**config.mk**
```make
export PLATFORM = sky130hd
export DESIGN_NAME = ahb_input_hold_stage
export DESIGN_NICKNAME = d
export VERILOG_FILES = /design/src/rtl/ahb_input_hold_stage.sv
export SDC_FILE = /design/constraint.sdc
export NUM_CORES = 1
export LEC_CHECK = 0
export ABC_AREA = 1
export CAP_MARGIN = 20
export CORE_MARGIN = 2
export CORE_UTILIZATION = 46
export DETAILED_ROUTE_END_ITERATION = 8
export PLACE_DENSITY_LB_ADDON = 0.05
export SLEW_MARGIN = 25
export SYNTH_ARGS = -nofsm -noshare
export SYNTH_HDL_FRONTEND = slang
export SYNTH_SLANG_ARGS = --single-unit
```
**constraint.sdc**
```tcl
create_clock -name HCLK -period 3.6 [get_ports HCLK]
set_input_delay 0.54 -clock HCLK [delete_from_list [all_inputs] [get_ports HCLK]]
set_output_delay 0.54 -clock HCLK [all_outputs]
set_load 0.01 [all_outputs]
```
**src/rtl/ahb_input_hold_stage.sv**
```systemverilog
// Master-side input stage of the AHB bus matrix: forwards address phases to the
// output arbiter and holds a blocked address phase, stalling the master, until granted.
module ahb_input_hold_stage #(
  parameter int ADDR_WIDTH = 32
) (
  input  logic                  HCLK,
  input  logic                  HRESET,
  input  logic                  HSELS,
  input  logic [ADDR_WIDTH-1:0] HADDRS,
  input  logic [1:0]            HTRANSS,
  input  logic                  HWRITES,
  input  logic [2:0]            HSIZES,
  input  logic [2:0]            HBURSTS,
  input  logic [3:0]            HPROTS,
  input  logic                  HMASTLOCKS,
  input  logic                  HREADYS,
  input  logic                  grant_in,
  input  logic                  ready_in,
  input  logic                  resp_in,
  output logic                  req_out,
  output logic                  sel_out,
  output logic [ADDR_WIDTH-1:0] addr_out,
  output logic [1:0]            trans_out,
  output logic                  write_out,
  output logic [2:0]            size_out,
  output logic [2:0]            burst_out,
  output logic [3:0]            prot_out,
  output logic                  lock_out,
  output logic                  HREADYOUTS,
  output logic                  HRESPS,
  output logic [1:0]            state_dbg
);

  typedef enum logic [1:0] {
    ST_IDLE = 2'd0,
    ST_WAIT = 2'd1,
    ST_DATA = 2'd2
  } state_t;

  state_t state_q, state_d;
  logic   acc;
  logic   capture;

  logic [ADDR_WIDTH-1:0] hold_addr;
  logic [1:0]            hold_trans;
  logic                  hold_write;
  logic [2:0]            hold_size;
  logic [2:0]            hold_burst;
  logic [3:0]            hold_prot;
  logic                  hold_lock;

  // Only NONSEQ/SEQ (HTRANS[1]=1) qualified by master HREADY are real address phases.
  assign acc = HSELS & HTRANSS[1] & HREADYS;

  always_ff @(posedge HCLK or posedge HRESET) begin
    if (HRESET) begin
      state_q <= ST_IDLE;
    end else begin
      state_q <= state_d;
    end
  end

  always_comb begin
    state_d = state_q;
    capture = 1'b0;
    case (state_q)
      ST_IDLE: begin
        if (acc) begin
          if (grant_in) begin
            state_d = ST_DATA;
          end else begin
            state_d = ST_WAIT;
            capture = 1'b1;
          end
        end
      end
      ST_WAIT: begin
        if (grant_in) state_d = ST_DATA;
      end
      ST_DATA: begin
        if (ready_in) begin
          if (acc && grant_in) begin
            state_d = ST_DATA;
          end else if (acc) begin
            state_d = ST_WAIT;
            capture = 1'b1;
          end else begin
            state_d = ST_IDLE;
          end
        end
      end
      default: state_d = ST_IDLE;
    endcase
  end

  // Hold registers load only on entry to WAIT, so they stay stable while stalled.
  always_ff @(posedge HCLK or posedge HRESET) begin
    if (HRESET) begin
      hold_addr  <= '0;
      hold_trans <= '0;
      hold_write <= 1'b0;
      hold_size  <= '0;
      hold_burst <= '0;
      hold_prot  <= '0;
      hold_lock  <= 1'b0;
    end else if (capture) begin
      hold_addr  <= HADDRS;
      hold_trans <= HTRANSS;
      hold_write <= HWRITES;
      hold_size  <= HSIZES;
      hold_burst <= HBURSTS;
      hold_prot  <= HPROTS;
      hold_lock  <= HMASTLOCKS;
    end
  end

  always_comb begin
    addr_out  = HADDRS;
    trans_out = HTRANSS;
    write_out = HWRITES;
    size_out  = HSIZES;
    burst_out = HBURSTS;
    prot_out  = HPROTS;
    lock_out  = HMASTLOCKS;
    sel_out   = HSELS & ~HRESET;
    req_out   = HSELS & HTRANSS[1] & ~HRESET;
    if (state_q == ST_WAIT) begin
      addr_out  = hold_addr;
      trans_out = hold_trans;
      write_out = hold_write;
      size_out  = hold_size;
      burst_out = hold_burst;
      prot_out  = hold_prot;
      lock_out  = hold_lock;
      sel_out   = 1'b1;
      req_out   = 1'b1;
    end
  end

  always_comb begin
    HREADYOUTS = 1'b1;
    HRESPS     = 1'b0;
    case (state_q)
      ST_WAIT: HREADYOUTS = 1'b0;
      ST_DATA: begin
        HREADYOUTS = ready_in;
        HRESPS     = resp_in;
      end
      default: begin
        HREADYOUTS = 1'b1;
        HRESPS     = 1'b0;
      end
    endcase
  end

  assign state_dbg = state_q;

endmodule

```
==> results of run 1 <==
==> worst paths after layout <==
| path | start | to | slack (ns) |
|---|---|---|---|
| max | state_dbg[1]$_DFFE_PP0P_ | addr_out[20] | 0.74 |
| min | hold_trans[1]$_DFFE_PP0P_ | hold_trans[1]$_DFFE_PP0P_ | 0.47 |
| max reg2reg | state_dbg[0]$_DFFE_PP0P_ | hold_size[0]$_DFFE_PP0P_ | 1.79 |
| min reg2reg | hold_trans[1]$_DFFE_PP0P_ | hold_trans[1]$_DFFE_PP0P_ | 0.47 |
| max in group asynchronous | HRESET | hold_addr[12]$_DFFE_PP0P_ | 2.46 |
| min in group asynchronous | HRESET | hold_trans[1]$_DFFE_PP0P_ | 0.75 |
==> cells by family (layout without fill, tap and decap cells) <==
group	Yosys count	after routing	synth area share (%)
simple gates	112	112	18.05
buf+inv	72	166	13.05
compound gates	93	93	19.39
flops	48	48	49.51
==> flip-flops by register name (all words and copies together) (netlist names) <==
| name | flops |
|---|---|
| hold_size | 3 |
| hold_write | 1 |
| hold_lock | 1 |
| hold_addr | 32 |
| hold_prot | 4 |
| hold_burst | 3 |
| state_dbg | 2 |
| hold_trans | 2 |
==> synthesized netlist by cell type (all sizes together) <==
cell    count
nand2     103
o21ai      91
inv        53
dfrtp      48
buf        14
clkbuf      5
nor2        4
nand3       3
and3        1
nand3b      1
o21a        1
o21bai      1
==> stage by stage <==
stage / total power [mW] / area, µm² / worst slack [ns]
floorplan: 1.099 / 2426 / 1.053
global placement: 1.375 / 3475 / 1.087
detailed placement: 1.394 / 3475 / 1.046
CTS: 1.763 / 3573 / 0.7059
global route: 1.877 / 3573 / 0.4718
finish: 1.738 / 3573 / 0.7372
==> worst min-delay path, cell delays in order, from the launching register on <==
cell     delay (ns)
dfrtp_1        0.34
inv_1          0.05
nand2_1        0.06
==> power by group through the flow <==
stage	combinational (mW)	clock, mW	sequential [mW]
detailed placement	0.607	0	0.787
CTS	0.613	0.374	0.776
global route	0.687	0.397	0.793
finish	0.604	0.359	0.775
global placement	0.595	0	0.780
floorplan	0.323	0	0.775
==> routing by layer <==
| metal | GRT usage, % | vias to the layer above |
|---|---|---|
| li1 | - | 1193 |
| met1 | 25.48 | 1034 |
| met2 | 34.60 | 72 |
| met3 | 5.569 | 6 |
| met4 | 6.182 | 0 |
| met5 | 0 | - |
==> final cells by class <==
type | instances | share of cell area [%]
Multi-Input combinational cell | 205 | 25.49
Sequential cell | 48 | 33.61
Inverter | 53 | 5.567
Clock buffer | 5 | 1.926
Tap cell | 70 | 2.451
Timing Repair Buffer | 107 | 30.11
Clock inverter | 1 | 0.8403
==> impl_summary.md, run 1 <==
Status
The flow ran to the end, and the final reports show no timing, DRC or antenna violations.

Floorplan
The die height is 76.62 µm. Once the floorplan was initialized, standard cells occupied 47.50% of the core. The horizontal die dimension is 76.62 µm.

The number of core rows is 26. The overall die area is 5871 µm². In this run the standard cell core region covers 5107 µm². For this design the top-level I/O count stands at 105.

GRT
The global-route wire length before repair is 9.694 mm. The global-route total usage across every layer is 20.41%. The aggregate global routing overflow is 0.

The via count of the first global-routing pass was 2192. The initial antenna violation count is 0. Entering global routing, the biggest net connects 83 pins.

Power and ir drop
The sequential power share is 44.6%. The proportion of power drawn by combinational gates is 34.8%. IR analysis of the VDD net gives a maximum drop of 0.2549 mV. Cell internal power was estimated by the tool at 1.220 mW. The clock network accounts for 20.7% of the total power. Summed over all nets, the switching power comes to 0.5180 mW. The total power density per cell area is 486.4 nW/µm². The net switching fraction of the power is 29.80%. The cell leakage power is 1.682 nW.

Routing
The routed wirelength normalized by instance count is 11.37 µm. After detailed routing, the met2 layer carries 2.673 mm of wire. For this block, the routed nets add up to 5.558 mm of wire. Once detail routing completed, the nets flagged for antenna violations numbered 0. The number of vias per cell is 4.714. After the first detailed-routing iteration, the DRC count stood at 149. The highest metal layer with signal wires is met4.

The post-route met1 wirelength is 2.511 mm. After detailed routing, the number of remaining DRC violations is 0. The met3 wirelength from detailed routing is 309 µm.

The via total after detailed routing is 2305. The first detailed-routing pass took 4 iterations.

Placed design
The half-perimeter wire length after placement is 3.997 mm. The count of input and output buffers is 104. The post-placement cell count is 483. The global placement routability congestion is 0.7615.

Critical path
The kind of launch point of the worst setup path is a flip-flop. The largest driver fanout on the critical path is 58. Walking the worst path, the cells encountered are inv_1 -> nand2_2 -> buf_12 -> nand2_1 -> o21ai_0 -> clkdlybuf4s50_1. The largest delay contributor family on the critical path is buffers and inverters. The critical path is of the reg2out type. The data required time at the worst endpoint is 3.06 ns. The number of stages on the worst setup path is 6.

The count of buffering cells on the critical path with inverters included is 3. Data arrives at the worst endpoint at 2.32 ns. The depth of the worst register-to-register path is 5. The worst setup path is captured at a primary output.

The highest-delay cell along the critical path is clkdlybuf4s50_1. In this design, the stage delay of the slowest critical-path cell is 0.58 ns.

Synthesis
After synthesis the netlist holds a flip-flop and latch count of 48. The count of warnings emitted by yosys is 0. The area share of the largest cell type after synthesis is 49.51%. The mapped netlist covers 2426 µm².

After synthesis, the cell types taking the most area are dfrtp_1, o21ai_0, nand2_1. Synthesis produced a netlist whose cell count is 325. The post-synthesis area per instance is 7.465 µm². Sequential cells were found to cover 49.51% of the synthesized design area. The cell taking the most area after synthesis is dfrtp_1. The synthesized net count is 378. The distinct cell type count of the synthesized netlist is 17.

Finish
The repair_antennas step left the layout with diodes totalling 0. Leaving out fill and tap cells, the most frequent cell in the layout is clkdlybuf4s50_1. The net count of the finished layout is 473.

The sequential standard cell area is 1201 µm². The fraction of layout instances using a drive strength above 1 is 3.103%. The combined area of the multi-input logic cells is 910.9 µm².

The count of fill cells added during filler insertion is 446. The synthesis-to-finish area growth is 47.29%. Leaving out fill and tap cells, the most frequent cells in the layout are clkdlybuf4s50_1, nand2_1, o21ai_0, inv_1, dfrtp_1. The post-layout instance count excluding filler cells is 489. The utilization after layout is 69.97%.

Clocking
TritonCTS built the clock tree. Counting the buffers created by CTS gives 5. The clock passes through at most 2 buffers.

The clock insertion delay at the later pin of the skew report is 0.29 ns. After clock tree synthesis, the clock-pin slew on the worst setup and hold paths is 0.08 ns. CTS placed an instance of clkbuf_8 at the clock tree root. In this run, post-CTS repair resized a total of 0 instances. The number of buffers inserted by hold repair at cts is 0. The total clock sinks is 48. The number of levels in the clock H-tree is 2.

The number of post-CTS setup repair buffers is 0.

STA
Subtracting the final worst setup slack from the clock period gives 2.863 ns. The total setup violations reported at the end of the flow is 0. Timing would allow up to 349.3 MHz. The worst pin sits at a relative slew slack of 55.02%.

The worst hold slack is 0.4716 ns. The count of endpoints failing hold in the final timing report came to 0. In the final timing run, aggregate negative setup slack is 0 ns. At the pin with the least slew margin, the transition time is 0.6746 ns.

Clock skew on the completed layout was measured at 0.004210 ns. Setup repair after global routing left no endpoint under its margin. The final-report max-slew violation count is 0. The final worst-path cycle share is 79.52%.

Min path
The worst hold path was traced through 2 stages. The worst hold-check path type is reg2reg.

Flow run
Across the run, the number of max-cap violations was 0.
Power figures use the tool's default switching activity.
==> run 2, diff against run 1 <==
--- a/config.mk
+++ b/config.mk
@@ -8,7 +8,7 @@
 export ABC_AREA = 1
 export CAP_MARGIN = 20
 export CORE_MARGIN = 2
-export CORE_UTILIZATION = 46
+export CORE_UTILIZATION = 38
 export DETAILED_ROUTE_END_ITERATION = 8
 export PLACE_DENSITY_LB_ADDON = 0.05
 export SLEW_MARGIN = 25
==> constraint.sdc (replaced) <==
create_clock -name HCLK -period 2.3 [get_ports HCLK]
set_input_delay 0.345 -clock HCLK [delete_from_list [all_inputs] [get_ports HCLK]]
set_output_delay 0.345 -clock HCLK [all_outputs]
set_load 0.01 [all_outputs]
==> run 2 against run 1 <==
Effect of this change:
- combinational power rose by 52%
- core utilization fell by 11 points
- via count fell by 2.1%
- register-to-register slack got worse by 0.87 ns
- sequential share of layout area fell by 1.3 points
- setup slack got worse by 0.62 ns
- final cell count rose by 2.0%
- critical path type unchanged
- critical endpoint is now addr_out[30]
- largest cell class is now buffers
- largest power group unchanged
==> impl_summary.md, run 2 (same netlist as run 1, synthesis figures left out) <==
Status
The run finished with clean final reports.

Clocking
The number of levels in the clock H-tree is 2. The root buffer cell chosen for the clock tree is clkbuf_8. The clock-pin transition on the worst setup and hold timing paths is 0.08 ns. TritonCTS built the clock tree. The later pin in the worst-skew pair is clocked with a latency of 0.29 ns. The number of clock buffers added by TritonCTS is 5.

The number of post-CTS setup repair buffers is 0. Counting along the longest clock path gives a buffer depth of 2. The tree built by TritonCTS fans out to 48 sinks.

GRT
The met2 demand-to-capacity share in global routing is 24.80%. The global-route track usage on met1 is 21.31%. met2 is the most crowded layer.

The aggregate global routing overflow is 0. The initial antenna violation count is 0. The via count of the first global-routing pass is 2058. Entering global routing, the biggest net connects 92 pins.

The global-route wire length before repair is 9.156 mm. For this run, global-route usage on met3 was measured as 4.946%. The global-route total usage across every layer is 15.91%.

STA
Setup repair after global routing left no endpoint under its margin. The setup total negative slack is 0 ns. The fmax is 457.6 MHz. The final critical delay including setup and external delays is 2.185 ns. The final-report max-slew violation count was 0.

Setup violations remaining at the end of the flow were counted as 0. The count of endpoints failing hold in the final timing report was 0. The largest clock skew in the final design is 0.002348 ns. The tightest slew margin relative to the limit is 59.88%. The final worst-path cycle share is 95.02%.

At the pin with the least slew margin, the transition time is 0.6018 ns.

Finish
The post-layout instance count excluding filler cells is 499. In the final design database the tool counted 474 nets. The top cell types in the final layout, fill and taps aside, are nand2_1, o21ai_0, clkdlybuf4s50_1, inv_1, dfrtp_1. The synthesis-to-finish area growth is 53.28%. The most frequent standard cell in the layout excluding fill and tap cells is nand2_1.

The number of flip-flops in the largest register is 32. 0 antenna diodes ended up in the layout. The largest registers in the layout are hold_addr: 32 flops, hold_prot: 4 flops. The sequential standard cell area is 1202 µm².

Cells fill 59.24% of the core in the end. After routing the design area is 3719 µm². Counting flops per register, the top entry is hold_addr. Counting the fill cells in the layout gives 622.

Of the cells placed in the final design, the portion with a size suffix greater than 1 is 3.791%. The combined area of the multi-input logic cells is 910.9 µm².

Floorplan
The horizontal die dimension is 83.90 µm. The number of core rows is 29. The starting density of the core is 38.65%.

The overall die area is 7039 µm². The core box area is 6277 µm². For this design the top-level I/O count stands at 105. The die is 83.90 µm tall.

Placed design
The placed instance area is 3516 µm². The half-perimeter wire length after placement is 3.811 mm. Routability-driven placement finished with a final weighted congestion of 0.7545. The count of input and output buffers is 104. The number of placed instances, taps included, is 491.

Routing
The routed wirelength normalized by instance count is 11.13 µm. The final layout contains routed wiring with a total length of 5.554 mm. The first detailed-routing pass took 4 iterations. The count of nets left with antenna violations once routing finished came out at 0. The number of vias per cell is 4.523. The violation count after the first detailed-routing iteration is 110.

For this block, the via count after detailed routing is 2257. After detailed routing, the number of remaining DRC violations is 0.

Min path
The worst hold path belongs to the class reg2reg.

Power and ir drop
Summing internal, switching and leakage power gives 2.648 mW. Dividing total power by cell area gives a power density of 712.0 nW/µm². The peak supply drop is 0.3627 mV. The cell leakage power is 2.095 nW.

Critical path
The register-to-register path setup slack is 0.92 ns. The critical path capture point type is a primary output. The data required time at the worst endpoint is 1.96 ns. The data arrival time of the critical path is 1.84 ns. The largest driver fanout on the critical path is 44. The kind of launch point of the worst setup path is a flip-flop. The type of the setup path with the least slack is reg2out.

Flow run
Max-cap violations in this run came to 0.
run 2: changes by cell type in the layout (fill, tap and decap cells not counted), sizes merged:
| cell | before | now |
|---|---|---|
| clkdlybuf4s50 | 104 | 61 |
| dlymetal6s2s | 0 | 43 |
| buf | 3 | 4 |
| clkinvlp | 0 | 1 |
| clkbuf | 5 | 7 |
| bufinv | 1 | 0 |
run 2: power breakdown:
group | internal [mW] | leakage (nW) | switching [mW]
Clock | 0.245 | 0.0445 | 0.270
Combinational | 0.452 | 1.47 | 0.467
Sequential | 1.13 | 0.581 | 0.0847
run 2: layout make-up:
cell class | instances | area share, %
Timing Repair Buffer | 108 | 32.71
Sequential cell | 48 | 32.34
Multi-Input combinational cell | 205 | 24.50
Inverter | 53 | 5.350
Tap cell | 77 | 2.591
Clock buffer | 7 | 2.322
Clock inverter | 1 | 0.2019
run 2: worst paths after layout:
path                                      startpoint                         to  cells after the start
max                         state_dbg[1]$_DFFE_PP0P_               addr_out[30]                      5
min                        hold_trans[1]$_DFFE_PP0P_  hold_trans[1]$_DFFE_PP0P_                      2
min in group asynchronous                     HRESET  hold_addr[29]$_DFFE_PP0P_                      3
max reg2reg                 state_dbg[0]$_DFFE_PP0P_   hold_addr[5]$_DFFE_PP0P_                      5
min reg2reg                hold_trans[1]$_DFFE_PP0P_  hold_trans[1]$_DFFE_PP0P_                      2
max in group asynchronous                     HRESET   state_dbg[1]$_DFFE_PP0P_                      3
run 2: what timing repair did:
action,4_1_cts,5_1_grt
gates resized for setup,1,49
hold buffers,0,0
setup endpoints to repair,1,48
endpoints found under the hold margin,0,0
run 2: critical path: stages, from the launching register on:
cell	delay (ns)
dfrtp_2	0.45
inv_1	0.10
nand2_2	0.09
buf_12	0.19
o21ai_0	0.16
clkdlybuf4s50_1	0.56
run 2: layer usage:
metal / vias up / share of wire (%)
met1: 983 / 49
met3: 4 / 7.1
met5: - / 0
met4: 0 / 0.76
met2: 71 / 43
li1: 1199 / -
run 2: stage by stage:
step	setup WS [ns]	hold WS (ns)
6_report	0.1146	0.4729
2_1_floorplan	0.1431	0.4186
3_5_place_dp	0.3310	0.4532
5_1_grt	0.002154	0.4880
3_3_place_gp	0.3371	0.4441
4_1_cts	0.01145	0.4724
